`src/rtl/stopwatch_pkg.sv`:
```
// Shared stopwatch display definitions: scan FSM states and active-high
// 7-segment glyphs ordered {g,f,e,d,c,b,a}.
package stopwatch_pkg;

  typedef enum logic {
    ST_BLANK = 1'b0,
    ST_SHOW  = 1'b1
  } scan_state_e;

  localparam logic [6:0] SEG_OFF = 7'b0000000;
  localparam logic [6:0] SEG_0   = 7'b0111111;
  localparam logic [6:0] SEG_1   = 7'b0000110;
  localparam logic [6:0] SEG_2   = 7'b1011011;
  localparam logic [6:0] SEG_3   = 7'b1001111;
  localparam logic [6:0] SEG_4   = 7'b1100110;
  localparam logic [6:0] SEG_5   = 7'b1101101;
  localparam logic [6:0] SEG_6   = 7'b1111101;
  localparam logic [6:0] SEG_7   = 7'b0000111;
  localparam logic [6:0] SEG_8   = 7'b1111111;
  localparam logic [6:0] SEG_9   = 7'b1101111;
  localparam logic [6:0] SEG_A   = 7'b1110111;
  localparam logic [6:0] SEG_B   = 7'b1111100;
  localparam logic [6:0] SEG_C   = 7'b0111001;
  localparam logic [6:0] SEG_D   = 7'b1011110;
  localparam logic [6:0] SEG_E   = 7'b1111001;
  localparam logic [6:0] SEG_F   = 7'b1110001;

endpackage

```
`src/rtl/seg7_decode.sv`:
```
// Combinational hex digit to active-high 7-segment glyph ({g..a}).
module seg7_decode
  import stopwatch_pkg::*;
(
  input  logic [3:0] digit,
  output logic [6:0] glyph
);

  always_comb begin
    glyph = SEG_OFF;
    case (digit)
      4'h0: glyph = SEG_0;
      4'h1: glyph = SEG_1;
      4'h2: glyph = SEG_2;
      4'h3: glyph = SEG_3;
      4'h4: glyph = SEG_4;
      4'h5: glyph = SEG_5;
      4'h6: glyph = SEG_6;
      4'h7: glyph = SEG_7;
      4'h8: glyph = SEG_8;
      4'h9: glyph = SEG_9;
      4'hA: glyph = SEG_A;
      4'hB: glyph = SEG_B;
      4'hC: glyph = SEG_C;
      4'hD: glyph = SEG_D;
      4'hE: glyph = SEG_E;
      4'hF: glyph = SEG_F;
      default: glyph = SEG_OFF;
    endcase
  end

endmodule

```
`src/rtl/display_scanner.sv`:
```
// Multiplexed 7-segment scanner: one digit per refresh tick, with an all-off
// dead time between digits and per-slot snapshot of the digit being shown.
module display_scanner
  import stopwatch_pkg::*;
#(
  parameter int NUM_DIGITS   = 4,
  parameter int BLANK_CYCLES = 16,
  parameter bit ACTIVE_LOW   = 1'b1,
  localparam int IDX_W = (NUM_DIGITS > 1) ? $clog2(NUM_DIGITS) : 1
) (
  input  logic                    clk,
  input  logic                    rst,
  input  logic                    tick,
  input  logic [4*NUM_DIGITS-1:0] digits_in,
  input  logic [NUM_DIGITS-1:0]   dp_in,
  input  logic                    blank_lead_zero,
  output logic [NUM_DIGITS-1:0]   an_out,
  output logic [6:0]              seg_out,
  output logic                    dp_out,
  output logic [IDX_W-1:0]        digit_idx,
  output logic                    overrun
);

  localparam int CNT_W = (BLANK_CYCLES > 0) ? $clog2(BLANK_CYCLES + 1) : 1;
  localparam logic [IDX_W-1:0]      LAST_IDX = IDX_W'(NUM_DIGITS - 1);
  localparam logic [NUM_DIGITS-1:0] AN_OFF   = {NUM_DIGITS{ACTIVE_LOW}};
  localparam logic [6:0]            SEG_LVL  = {7{ACTIVE_LOW}};

  scan_state_e           state_q, state_d;
  logic [IDX_W-1:0]      idx_q, idx_d;
  logic [CNT_W-1:0]      cnt_q, cnt_d;
  logic                  overrun_q, overrun_d;
  logic [3:0]            slot_digit_q, slot_digit_d;
  logic                  slot_dp_q, slot_dp_d;
  logic                  slot_blank_q, slot_blank_d;
  logic [NUM_DIGITS-1:0] an_q, an_d;
  logic [6:0]            seg_q, seg_d;
  logic                  dp_q, dp_d;

  logic                  enter_show;
  logic                  upper_zero;
  logic [6:0]            glyph;
  logic [NUM_DIGITS-1:0] an_on;
  logic [6:0]            seg_on;
  logic                  dp_on;

  seg7_decode u_decode (
    .digit (slot_digit_d),
    .glyph (glyph)
  );

  // Slot values are captured only when a slot starts, so mid-slot input changes never tear.
  always_comb begin
    state_d      = state_q;
    idx_d        = idx_q;
    cnt_d        = cnt_q;
    overrun_d    = overrun_q;
    slot_digit_d = slot_digit_q;
    slot_dp_d    = slot_dp_q;
    slot_blank_d = slot_blank_q;
    enter_show   = 1'b0;
    upper_zero   = 1'b1;

    case (state_q)
      ST_BLANK: begin
        if (tick) overrun_d = 1'b1;
        if (cnt_q > CNT_W'(1)) begin
          cnt_d = cnt_q - CNT_W'(1);
        end else begin
          cnt_d      = '0;
          state_d    = ST_SHOW;
          enter_show = 1'b1;
        end
      end
      ST_SHOW: begin
        if (tick) begin
          idx_d = (idx_q == LAST_IDX) ? '0 : idx_q + IDX_W'(1);
          if (BLANK_CYCLES == 0) begin
            enter_show = 1'b1;
          end else begin
            state_d = ST_BLANK;
            cnt_d   = CNT_W'(BLANK_CYCLES);
          end
        end
      end
      default: state_d = ST_BLANK;
    endcase

    for (int j = 0; j < NUM_DIGITS; j++) begin
      if ((j >= int'(idx_d)) && (digits_in[4*j +: 4] != 4'h0)) upper_zero = 1'b0;
    end

    if (enter_show) begin
      slot_digit_d = digits_in[4*int'(idx_d) +: 4];
      slot_dp_d    = dp_in[idx_d];
      slot_blank_d = blank_lead_zero && (idx_d != '0) && upper_zero;
    end
  end

  // Pin levels are computed from next-cycle state so the outputs themselves are flops.
  always_comb begin
    an_on  = '0;
    seg_on = SEG_OFF;
    dp_on  = 1'b0;
    if (state_d == ST_SHOW) begin
      an_on[idx_d] = 1'b1;
      if (!slot_blank_d) seg_on = glyph;
      dp_on = slot_dp_d;
    end
    an_d  = an_on ^ AN_OFF;
    seg_d = seg_on ^ SEG_LVL;
    dp_d  = dp_on ^ ACTIVE_LOW;
  end

  always_ff @(posedge clk or posedge rst) begin
    if (rst) begin
      state_q      <= ST_BLANK;
      idx_q        <= '0;
      cnt_q        <= CNT_W'(BLANK_CYCLES);
      overrun_q    <= 1'b0;
      slot_digit_q <= 4'h0;
      slot_dp_q    <= 1'b0;
      slot_blank_q <= 1'b0;
      an_q         <= AN_OFF;
      seg_q        <= SEG_LVL;
      dp_q         <= ACTIVE_LOW;
    end else begin
      state_q      <= state_d;
      idx_q        <= idx_d;
      cnt_q        <= cnt_d;
      overrun_q    <= overrun_d;
      slot_digit_q <= slot_digit_d;
      slot_dp_q    <= slot_dp_d;
      slot_blank_q <= slot_blank_d;
      an_q         <= an_d;
      seg_q        <= seg_d;
      dp_q         <= dp_d;
    end
  end

  assign an_out    = an_q;
  assign seg_out   = seg_q;
  assign dp_out    = dp_q;
  assign digit_idx = idx_q;
  assign overrun   = overrun_q;

endmodule

```
`config.mk`:
```
export PLATFORM = sky130hd
export DESIGN_NAME = display_scanner
export DESIGN_NICKNAME = d
export VERILOG_FILES = /design/src/rtl/stopwatch_pkg.sv /design/src/rtl/seg7_decode.sv /design/src/rtl/display_scanner.sv
export SDC_FILE = /design/constraint.sdc
export NUM_CORES = 1
export LEC_CHECK = 0
export ABC_AREA = 1
export BUFFER_PORTS_ARGS = -buffer_cell sky130_fd_sc_hd__buf_2
export CELL_PAD_IN_SITES_DETAIL_PLACEMENT = 1
export CELL_PAD_IN_SITES_GLOBAL_PLACEMENT = 2
export CORE_MARGIN = 1
export CORE_UTILIZATION = 31
export CTS_BUF_LIST = sky130_fd_sc_hd__clkbuf_4
export DETAILED_ROUTE_END_ITERATION = 8
export PLACE_DENSITY_LB_ADDON = 0.1
export SYNTH_ARGS = -nofsm -noshare
export SYNTH_HDL_FRONTEND = slang
export SYNTH_SLANG_ARGS = --single-unit
```
`constraint.sdc`:
```
create_clock -name clk -period 2.1 [get_ports clk]
set_clock_uncertainty 0.05 [all_clocks]
set_input_delay 0.21 -clock clk [delete_from_list [all_inputs] [get_ports clk]]
set_output_delay 0.21 -clock clk [all_outputs]
set_load 0.1 [all_outputs]
```
After elaboration in Yosys (flattened, before gate mapping)

Memory sizes are Yosys's and may differ from the RTL's.
Index checks and enable logic that the tools add are counted.
Widths: inputs -> output; s select.

Flip-flop bits (word level): 27
Memory bits (read-only): 112
Input port bits: 24
Output and inout bits: 15
Word-level logic and storage cells: 63
Memories kept: 1

Memory list:

| name             | depth | bits a word | rd ports | clocked after Yosys merged registers in | wr ports | line              | text |
|---|---|---|---|---|---|---|---|
| (name not given) | 16    | 7           | 1        | 0                                       | 0        | seg7_decode.sv:11 | `case (digit)` |

$add $sub $neg: 2
$lt $le $gt $ge: 6
Equal/unequal tests: 2
Shifts and indexed selects: 1
Mux-type cells: 25
Bitwise gates (word level): 4
Reductions and logical operators: 12

Operator list:

| cell                | count |
|---|---|
| $reduce_bool 4->1   | 4 |
| $shiftx 16x5->4     | 1 |
| $mux 7              | 2 |
| $mux 1              | 12 |
| $mux 5              | 2 |
| $pmux 5 s2          | 1 |
| $mux 4              | 2 |
| $not 7->7           | 1 |
| $logic_and 1x1->1   | 6 |
| $mux 2              | 3 |
| $gt 5x1->1 const B  | 1 |
| $sub 5x1->5 const B | 1 |
| $ge 1x2->1 const A  | 2 |
| $not 4->4           | 1 |
| $lt 2x3->1 const B  | 1 |
| $add 2x1->2 const B | 1 |
| $bmux 1 s2          | 1 |
| $demux 1 s2         | 1 |
| $eq 2x2->1 const B  | 1 |
| $ge 2x1->1 const B  | 1 |
| $ge 2x2->1 const A  | 1 |
| $ne 2x2->1 const B  | 1 |
| $not 1->1           | 2 |
| $pmux 1 s2          | 1 |
| other kinds (2)     | 2 |

Logic depth before layout (Yosys ltp)

Depth in word-level cells: 15
Gate-level depth with buffers: 16

Hierarchy

Synthesis repeated with hierarchy kept, for this count alone.

Cells, all modules: 229
Area total of the unflattened synthesis: 1747.9 um2

By module, submodules not included:

| module          | times used | cells each | area an instance (um2) |
|---|---|---|---|
| display_scanner | 1          | 177        | 1471.4 |
| seg7_decode     | 1          | 52         | 276.5 |

Least setup slack after synthesis

OpenSTA, ideal clock, no wires.

Kind: flip-flop to flip-flop
From: register idx_q[0], in the netlist digit_idx[0]
To: register seg_q[5], in the netlist seg_out[5]
Arrival: 2326 ps
Data required time: 1972 ps
Path slack: -354 ps
Cell stages (with the launch flop): 16
Buffers on the path: 1
Cell sequence: dfrtp_1 inv_1 nand2_4 nand2_2 buf_6 nand2_1 nand2_1 nand2_1 nand2_1 nand2_1 nand2_2 ha_1 o21ai_1 nand2_1 nand2_1 nand2_1

RTL lines:

| element                                          | line                   | text |
|---|---|---|
| start, declared                                  | display_scanner.sv:30  | `logic [IDX_W-1:0] idx_q, idx_d;` |
| start signal, assigned                           | display_scanner.sv:129 | `idx_q <= idx_d;` |
| $add 2x1->2 / $eq 2x2->1 (equally long branches) | display_scanner.sv:77  | `idx_d = (idx_q == LAST_IDX) ? '0 : idx_q + IDX_W'(1);` |
| $mux 2                                           | display_scanner.sv:77  |  |
| $mux 2                                           | display_scanner.sv:76  | `if (tick) begin` |
| $mux 2 (*)                                       | display_scanner.sv:64  | `case (state_q)` |
| $shiftx 16x5->4 (*)                              | display_scanner.sv:94  | `slot_digit_d = digits_in[4*int'(idx_d) +: 4];` |
| $mux 4 (*)                                       | display_scanner.sv:93  | `if (enter_show) begin` |
| net slot_digit_d[0]                              | display_scanner.sv:33  | `logic [3:0] slot_digit_q, slot_digit_d;` |
| $mem_v2 16x7 (*)                                 | --                     |  |
| $mux 7 (*)                                       | display_scanner.sv:107 | `if (!slot_blank_d) seg_on = glyph;` |
| $mux 7 (*)                                       | display_scanner.sv:105 | `if (state_d == ST_SHOW) begin` |
| $not 7->7 (no source line) (*)                   | --                     |  |
| net seg_d[5]                                     | display_scanner.sv:37  | `logic [6:0] seg_q, seg_d;` |
| end signal, assigned                             | display_scanner.sv:136 | `seg_q <= seg_d;` |
| end, declared                                    | display_scanner.sv:37  |  |

Mark *: on every way through the listed nets, which the timed path passes. The rest lies on a longest branch.
A chain may end at the register's enable or synchronous reset.

Worst setup path after layout

From: register cnt_q[0]
To: register seg_q[2], in the netlist seg_out[2]

Cells in the longest elaborated chain, start to end: 8

Ends and longest elaborated chain:

| element                    | line                   | text |
|---|---|---|
| start, declared            | display_scanner.sv:31  | `logic [CNT_W-1:0] cnt_q, cnt_d;` |
| start signal, assigned     | display_scanner.sv:119 | `cnt_q <= CNT_W'(BLANK_CYCLES);` |
| start signal, assigned     | display_scanner.sv:130 | `cnt_q <= cnt_d;` |
| $gt 5x1->1                 | display_scanner.sv:67  | `if (cnt_q > CNT_W'(1)) begin` |
| $mux 1                     | display_scanner.sv:67  |  |
| $mux 1                     | display_scanner.sv:64  |  |
| $mux 4                     | display_scanner.sv:93  |  |
| net slot_digit_d[3]        | display_scanner.sv:33  |  |
| $mem_v2 16x7               | --                     |  |
| $mux 7                     | display_scanner.sv:107 |  |
| $mux 7                     | display_scanner.sv:105 |  |
| $not 7->7 (no source line) | --                     |  |
| net seg_d[2]               | display_scanner.sv:37  |  |

The timed path passes the listed nets, and every way through them passes these cells.

==> results.yml <==
layout:
  drive_gt1_share_pct: 38.5
  final_util_pct: 42.7
  design_area_mm2: 0.00205
  seqCellArea_um2: 698
  multi_input_area_um2: 855
  diodes: 0
  fillerInstances: 622
  area_growth_pct: 30.5
  final_nets: 287
sta:
  rsz0062_at_grt: "no"
  finalMaxSlewViolations: 0
  setup_tns_ps: 0
  timing.fmax_mhz: 513
  slew_headroom_pct: 67.7
  hold_viol: 0
  period_share_pct: 92.8
  setup_viol: 0
  worstMarginPinSlew_ps: 488
  fin_crit_ps: 1950
  hold_slack_ps: 31.0
clock_network:
  clk_pin_slew_ps: 160
  cts_buffer_depth: 2
  clock_tree.root_cell: "clkbuf_4"
  holdBufCountCts: 0
  h-tree-depth: 1
  cts_tree: "built"
  cts_buffers: 3
  clock_sinks: 27
  clk_latency_ps: 340
route:
  vias_per_cell: 4.73
  drc: 0
  wl_mm: 4.21
  maxUsedRoutingLayer: "met4"
  vias: 1533
  routedWlPerCell_um: 13.0
  met1_length_mm: 2.07
  first_pass_iters: 4
  route.antenna.remaining_nets: 0
  wl_met2_mm: 2.03
  drt_iter0_markers: 47
  met3_wirelength_um: 97
synth:
  synth_top_area_cell: "dfrtp_1"
  netlist_top_cells_count: "76 x nand2_1, 22 x nand3_1, 16 x inv_1, 14 x dfrtp_1, 13 x dfstp_2"
  netlist-cell-type-count: 30
  synth.most_common_cell: "nand2_1"
  synthArstFlopShare_pct: 100
  synth_fp_nets: 230
  synth_area_per_cell_um2: 7.80
  syn_area_mm2: 0.00157
  ys_warn_count: 0
  synth_edf_count: 0
  yosys-top-cells-area: "dfrtp_1 22%, dfstp_2 22%, nand2_1 18%"
  synth_top_area_share_pct: 22.3
  ys.flop_type: "dfrtp_1"
  seq_area_frac_synth_pct: 44.1
  synth_seq_cells: 27
  synthCells: 201
global_routing:
  grt_max_degree: 17
  grt_pass1_vias: 1461
  antenna_found_initial: 0
  grt-ovfl-total: 0
  grt_util_all_layers_pct: 17.0
  grt_pass1_wl_mm: 6.91
power_and_ir_drop:
  p_leak_nw: 0.993
  irDropWorstVdd_mv: 0.685
  power.density_mw_per_mm2: 1830
worst_setup_path:
  crit_required_ps: 2320
  start_kind: "flip-flop"
  max_stage_delay_ps: 450
  criticalPathCategory: "flip-flop to flip-flop"
  crit_arrival_ps: 2170
  cp_num_buf_inv: 1
  path_delay_family: "simple AND/OR/NAND/NOR gates"
  r2r_cells: 7
  crit_cells: 7
  cp-end-kind: "flip-flop"
  crit_fanout: 9
  slowest_stage: "dfrtp_1"
  cp_cell_sequence: "ha_1, o21ai_2, nor2_1, or2_2, nand2_4, inv_2, o211ai_1"
floorplan:
  die_x_um: 73.1
  dieHeight_um: 73.1
  coreArea_mm2: 0.00479
  placementRows: 25
  initial_core_util_pct: 32.8
  pin_count: 39
  fp.dieArea_mm2: 0.00535
placed_design:
  portBuffers: 38
  post_dp_cell_area_mm2: 0.00190
  dp_hpwl_mm: 3.33
  place_congestion: 0.794
outcome:
  status: "complete, no violations"
hold_path:
  hp-class: "input pin to asynchronous set/reset pin"
flow_run:
  cap_violations: 0
[worst reg2reg max path: stages, from the launching register on]
cell and delay [ps]:
dfrtp_1 450, ha_1 270, o21ai_2 260, nor2_1 150
or2_2 320, nand2_4 130, inv_2 80, o211ai_1 180
[layer usage]
layer  vias up  global-route usage [%]
met5         -                       0
met4         0                    3.27
met3         3                    3.31
met2        18                    27.9
met1       746                    23.4
li1        766                       -
[cells by family (layout without fill, tap and decap cells)]
group / count (synthesis) / in the layout / share of synthesized area (%)
buf+inv: 19 / 74 / 5.03
compound gates: 17 / 17 / 6.86
xor+xnor: 3 / 3 / 1.68
simple gates: 130 / 131 / 38.3
fa+ha+maj: 5 / 5 / 3.99
flops: 27 / 27 / 44.1
[flip-flops by register name, indices dropped and copies added (netlist names), 2 cells and up]
name / count
cnt_q: 5
slot_digit_q: 4
an_out: 4
seg_out: 7
digit_idx: 2
[cell usage in the layout (no fill, tap or decap), drive strengths merged, types with 3 or more instances in the layout]
master	n
nor2	11
buf	52
nand3	24
ha	5
nand2	88
dfrtp	14
inv	17
o21ai	7
o211ai	4
dfstp	13
nor3	3
clkbuf	3
[where the power goes]
group / leakage, nW / switching (mW) / internal (mW) / total (mW)
combinational: 0.677 / 1.85 / 0.762 / 2.61
sequential: 0.302 / 0.116 / 0.775 / 0.891
clock: 0.0139 / 0.169 / 0.0731 / 0.242
total: 0.993 / 2.13 / 1.61 / 3.74
[path summary, 6_finish.rpt]
path	endpoint	startpoint	slack (ps)
setup / recovery	seg_out[2]	cnt_q[0]	150
max in group asynchronous	cnt_q[4]	rst	1710
setup reg to reg	seg_out[2]	cnt_q[0]	150
min in group clk	overrun	tick	160
hold / removal	seg_out[5]	rst	30
hold reg to reg	overrun	overrun	430
[per-stage QoR]
stage	power, mW	std cells	setup slack [ps]
after floorplan	2.78	201	105
after global placement	3.32	314	1.49
after detailed placement	3.33	314	40.0
after CTS	3.58	318	3.04
after global routing	4.09	324	3.67
final	3.74	324	151
[repair_timing]
action | in CTS | in global routing
gates resized for setup | 0 | 15
buffers inserted | 0 | 5
endpoints found under the setup margin | 0 | 7
[cell type report]
class	count	share of cell area (%)
Tap cell	67	4.10
Multi-Input combinational cell	156	41.8
Clock buffer	3	1.10
Sequential cell	27	34.1
Timing Repair Buffer	52	15.0
Inverter	18	3.49
Clock inverter	1	0.367
Note: power is estimated with default switching activity, not from simulation.
